## src/rtl/regfile_wr_arbiter.sv

```systemverilog
// Register-file write-port arbiter: fixed-priority WB source plus round-robin among the rest,
// one registered write per cycle, and a per-register pending scoreboard for hazard queries.
module regfile_wr_arbiter #(
  parameter int NREQ = 3,
  parameter int AW   = 5,
  parameter int DW   = 32
) (
  input  logic                 clk,
  input  logic                 rst,
  input  logic [NREQ-1:0]      req_valid,
  input  logic [NREQ*AW-1:0]   req_wa,
  input  logic [NREQ*DW-1:0]   req_wd,
  output logic [NREQ-1:0]      req_ready,
  output logic                 rf_we,
  output logic [AW-1:0]        rf_wa,
  output logic [DW-1:0]        rf_wd,
  input  logic                 sb_set,
  input  logic [AW-1:0]        sb_rd,
  input  logic [AW-1:0]        q_rs,
  input  logic [AW-1:0]        q_rt,
  output logic                 busy_rs,
  output logic                 busy_rt
);

  localparam int PW = (NREQ > 2) ? $clog2(NREQ) : 1;
  localparam int NR = 2**AW;

  logic [PW-1:0]   r_rr_ptr;
  logic [PW-1:0]   w_rr_nxt;
  logic [NR-1:0]   r_pending;
  logic [NR-1:0]   w_pending_nxt;
  logic [NREQ-1:0] w_grant;
  logic            w_xfer;
  logic [AW-1:0]   w_wa;
  logic [DW-1:0]   w_wd;
  logic            r_we_p1;
  logic [AW-1:0]   r_wa_p1;
  logic [DW-1:0]   r_wd_p1;
  int              w_cand;
  int              w_cand_nxt;

  // Stage 0: grant selection; requester 0 preempts, others rotate starting at r_rr_ptr
  always_comb begin
    w_grant    = '0;
    w_xfer     = 1'b0;
    w_rr_nxt   = r_rr_ptr;
    w_cand     = 0;
    w_cand_nxt = 0;
    if (req_valid[0]) begin
      w_grant[0] = 1'b1;
      w_xfer     = 1'b1;
    end else begin
      for (int k = 0; k < NREQ-1; k++) begin
        w_cand     = ((int'(r_rr_ptr) - 1 + k) % (NREQ-1)) + 1;
        w_cand_nxt = (w_cand == NREQ-1) ? 1 : w_cand + 1;
        if (!w_xfer && req_valid[PW'(w_cand)]) begin
          w_grant[PW'(w_cand)] = 1'b1;
          w_xfer               = 1'b1;
          w_rr_nxt             = PW'(w_cand_nxt);
        end
      end
    end
  end

  assign req_ready = w_grant;

  always_comb begin
    w_wa = '0;
    w_wd = '0;
    for (int i = 0; i < NREQ; i++) begin
      if (w_grant[i]) begin
        w_wa = req_wa[i*AW +: AW];
        w_wd = req_wd[i*DW +: DW];
      end
    end
  end

  // Clear-then-set ordering makes a same-cycle issue win over the retiring write
  always_comb begin
    w_pending_nxt = r_pending;
    if (w_xfer && (w_wa != '0))
      w_pending_nxt[w_wa] = 1'b0;
    if (sb_set && (sb_rd != '0))
      w_pending_nxt[sb_rd] = 1'b1;
    w_pending_nxt[0] = 1'b0;
  end

  // Stage 1: registered write toward RegFile, which commits on the following negedge
  always_ff @(posedge clk or negedge rst) begin
    if (!rst) begin
      r_rr_ptr  <= PW'(1);
      r_pending <= '0;
      r_we_p1   <= 1'b0;
      r_wa_p1   <= '0;
      r_wd_p1   <= '0;
    end else begin
      r_rr_ptr  <= w_rr_nxt;
      r_pending <= w_pending_nxt;
      r_we_p1   <= w_xfer && (w_wa != '0);
      if (w_xfer) begin
        r_wa_p1 <= w_wa;
        r_wd_p1 <= w_wd;
      end
    end
  end

  assign rf_we   = r_we_p1;
  assign rf_wa   = r_wa_p1;
  assign rf_wd   = r_wd_p1;
  assign busy_rs = r_pending[q_rs];
  assign busy_rt = r_pending[q_rt];

endmodule
```

## config.mk

```make
export PLATFORM = sky130hd
export DESIGN_NAME = regfile_wr_arbiter
export DESIGN_NICKNAME = d
export VERILOG_FILES = /design/src/rtl/regfile_wr_arbiter.sv
export SDC_FILE = /design/constraint.sdc
export NUM_CORES = 1
export LEC_CHECK = 0
export BUFFER_PORTS_ARGS = -buffer_cell sky130_fd_sc_hd__buf_2
export CAP_MARGIN = 20
export CORE_ASPECT_RATIO = 0.9
export CORE_UTILIZATION = 40
export DETAILED_ROUTE_END_ITERATION = 8
export PLACE_DENSITY = 0.73
export SKIP_CTS_REPAIR_TIMING = 1
export SYNTH_ARGS = -nofsm -noshare
export SYNTH_HDL_FRONTEND = slang
export SYNTH_SLANG_ARGS = --single-unit
```

## constraint.sdc

```tcl
create_clock -name clk -period 1.7 [get_ports clk]
set_clock_uncertainty 0.05 [all_clocks]
set_input_delay 0.17 -clock clk [delete_from_list [all_inputs] [get_ports clk]]
set_output_delay 0.17 -clock clk [all_outputs]
set_load 0.02 [all_outputs]
```

==> run summary <==
status: finished with violations
violated checks: setup timing
Mapped Nets: 488
Post-synth EDFFs: 0
clk sinks: 71
pre-CTS WS: -227 ps
vias in the first global route: 3547
Reg-to-Reg End: r_pending[13]
I/O pin count: 175
final slew viol count: 0
# port buffers: 136
Seq cells post-synth: 71
Final Net Count: 678
pwr dens: 916 nW/um^2
met3 WL: 1250 um
CTS Buf Count: 9
Hold Path Depth: 3
final setup TNS: -2920 ps
most frequent cell after synthesis: dfrtp_1
switching share of power: 0.326
Worst Setup Path Type: flop to primary output
CP required: 1480 ps
Psw: 1.71 mW
Worst setup EP type: primary output
LEAKAGE: 2.78 nW
Routability Congestion: 0.940
Fill cells: 745
layout cells sized above 1: 0.486
CP startpoint: r_pending[19]
FMAX: 488 MHz
highest metal used: met4
total gr overflow: 0
Tmin final: 2050 ps
DR WL/cell: 19.6 um
R2R setup slack: -170 ps
CP arrival: 1830 ps
commonest cells in the netlist: dfrtp_1, nand2_1, inv_1
cell taking the most area after synthesis: dfrtp_1
first-pass GRT wire length: 17600 um
combinational power share: 0.330
Worst Hold Class: input pin to flop
Seq/Total Area, Yosys: 0.468
detailed-route vias per instance: 5.97
max-cap check violation count: 0
hold_sp: req_wd[47]
DIE AREA: 9890 sq um
Worst slew margin: 0.631
final period utilization: 1.21
Worst-path clk slew: 80 ps
maximum fanout along the worst path: 3
Synth Cell Area: 3800 sq um
synthesized area per cell: 10.7 sq um
Final Setup Violations: 41
clock share of power: 0.254
Int Power: 3.54 mW
Initial Utilization: 0.414
Core Rows: 33
die height: 94.4 um
PnR worst setup slack: -351 ps
ys async rst share: 1.00
Core Area: 9170 sq um
H-tree depth: 3
CTS tree: done
WL final: 13200 um
DRC Markers: 0
DR vias: 4016
Final Hold Viols: 0
maximum vdd drop: 0.589 mV
RSZ-0062 raised after global routing: true
startpoint types: flop
GRT Resource Usage Total: 0.229
hold worst-path end: rf_wd[15]
Die X: 105 um
largest net degree at the start of global routing: 38
Area Growth Syn to Fin: 51.0%
DP HPWL: 8570 um
initial antenna violation count: 0
Worst-Skew Late Latency: 330 ps
Met1 Routed Length: 5060 um
worst flop-to-flop path startpoint: r_rr_ptr[0]
First DRT Iteration DRCs: 415
met2 wire len: 6640 um
yosys warns: 0
Yosys cell types: 51
Tightest Pin Transition: 552 ps
Synth Instances: 356
R2R depth: 7
share of the synthesized area in the top cell type: 0.461
n_diodes: 0
drt first pass iters: 7
Root Buffer: clkbuf_8
Clock Tree Buf Depth: 2
ys flop type: dfrtp_1
Routed Antenna Nets: 0
top cells by area, synth: dfrtp_1, a222oi_1, mux4_2
sequential share of power: 0.416
==> cell usage in the layout (no fill, tap or decap), types with 4 or more instances in the layout <==
cell	n
a21oi_1	4
a222oi_1	32
and3b_1	4
buf_12	6
buf_2	133
buf_4	30
buf_6	19
clkbuf_16	5
clkbuf_8	10
dfrtp_1	70
dlygate4sd3_1	4
inv_1	40
mux2i_1	4
mux4_2	14
nand2_1	42
nand3b_1	7
nor2_1	10
nor3_1	4
nor3b_1	4
o21ai_0	8
o21ai_1	13
o21ai_2	4
o31ai_1	4
o31ai_2	11
==> power by group through the flow <==
stage	Combinational [mW]	Sequential (mW)	Clock, mW
final	1.73	2.19	1.33
after global placement	1.26	2.17	0
after CTS	1.31	2.16	1.36
after global routing	1.84	2.21	1.44
after detailed placement	1.30	2.18	0
after floorplan	0.667	2.23	0
==> final cells by class <==
type	instances	area, sq um	share of cell area
sequential	71	1780	0.310
inverter	40	150	0.0262
multi-input combinational	226	2050	0.357
tap	122	153	0.0266
timing repair buffer	198	1410	0.245
clock buffer	10	138	0.0240
clock inverter	6	60.1	0.0105
==> routing by layer <==
layer	up-vias	GRT usage
met5	-	0
met4	0	0.0610
met3	28	0.0600
met2	258	0.396
met1	1974	0.287
li1	1756	-
==> worst max path at each step <==
stage               slack [ps]       endpoint
floorplan                  -60  r_pending[13]
global placement          -150  r_pending[19]
detailed placement        -230  r_pending[23]
CTS                       -390        busy_rs
global route              -420        busy_rt
finish                    -350        busy_rt
==> worst max-delay path: stages, from the launching register on <==
cell,delay (ps)
dfrtp_1,430
mux4_2,480
mux2i_1,200
nand3b_1,100
o311a_1,140
buf_6,140
==> metrics by stage <==
stage,area [sq um],power (mW),util,instances,hold WS (ps)
floorplan,3810,2.90,-,356,-176
global placement,4830,3.43,0.527,624,122
detailed placement,4830,3.49,0.527,624,119
CTS,5030,4.82,0.549,640,-252
global route,5730,5.48,0.625,673,7.82
finish,5730,5.25,0.625,673,5.09
==> sequential cells by signal (all words and copies together), names as in the netlist <==
register   flops
rf_wd         32
r_pending     31
rf_wa          5
r_rr_ptr       2
rf_we          1
==> kinds of logic after synthesis <==
kind of cell / count (synthesis) / synth area share
AND/OR/NAND/NOR: 94 / 0.128
flip-flops: 71 / 0.468
AO/OA/AOI/OAI: 110 / 0.238
buffers and inverters: 60 / 0.0656
other: 1 / 0.000988
multiplexers: 20 / 0.0995
Note: power is estimated with default switching activity, not from simulation.
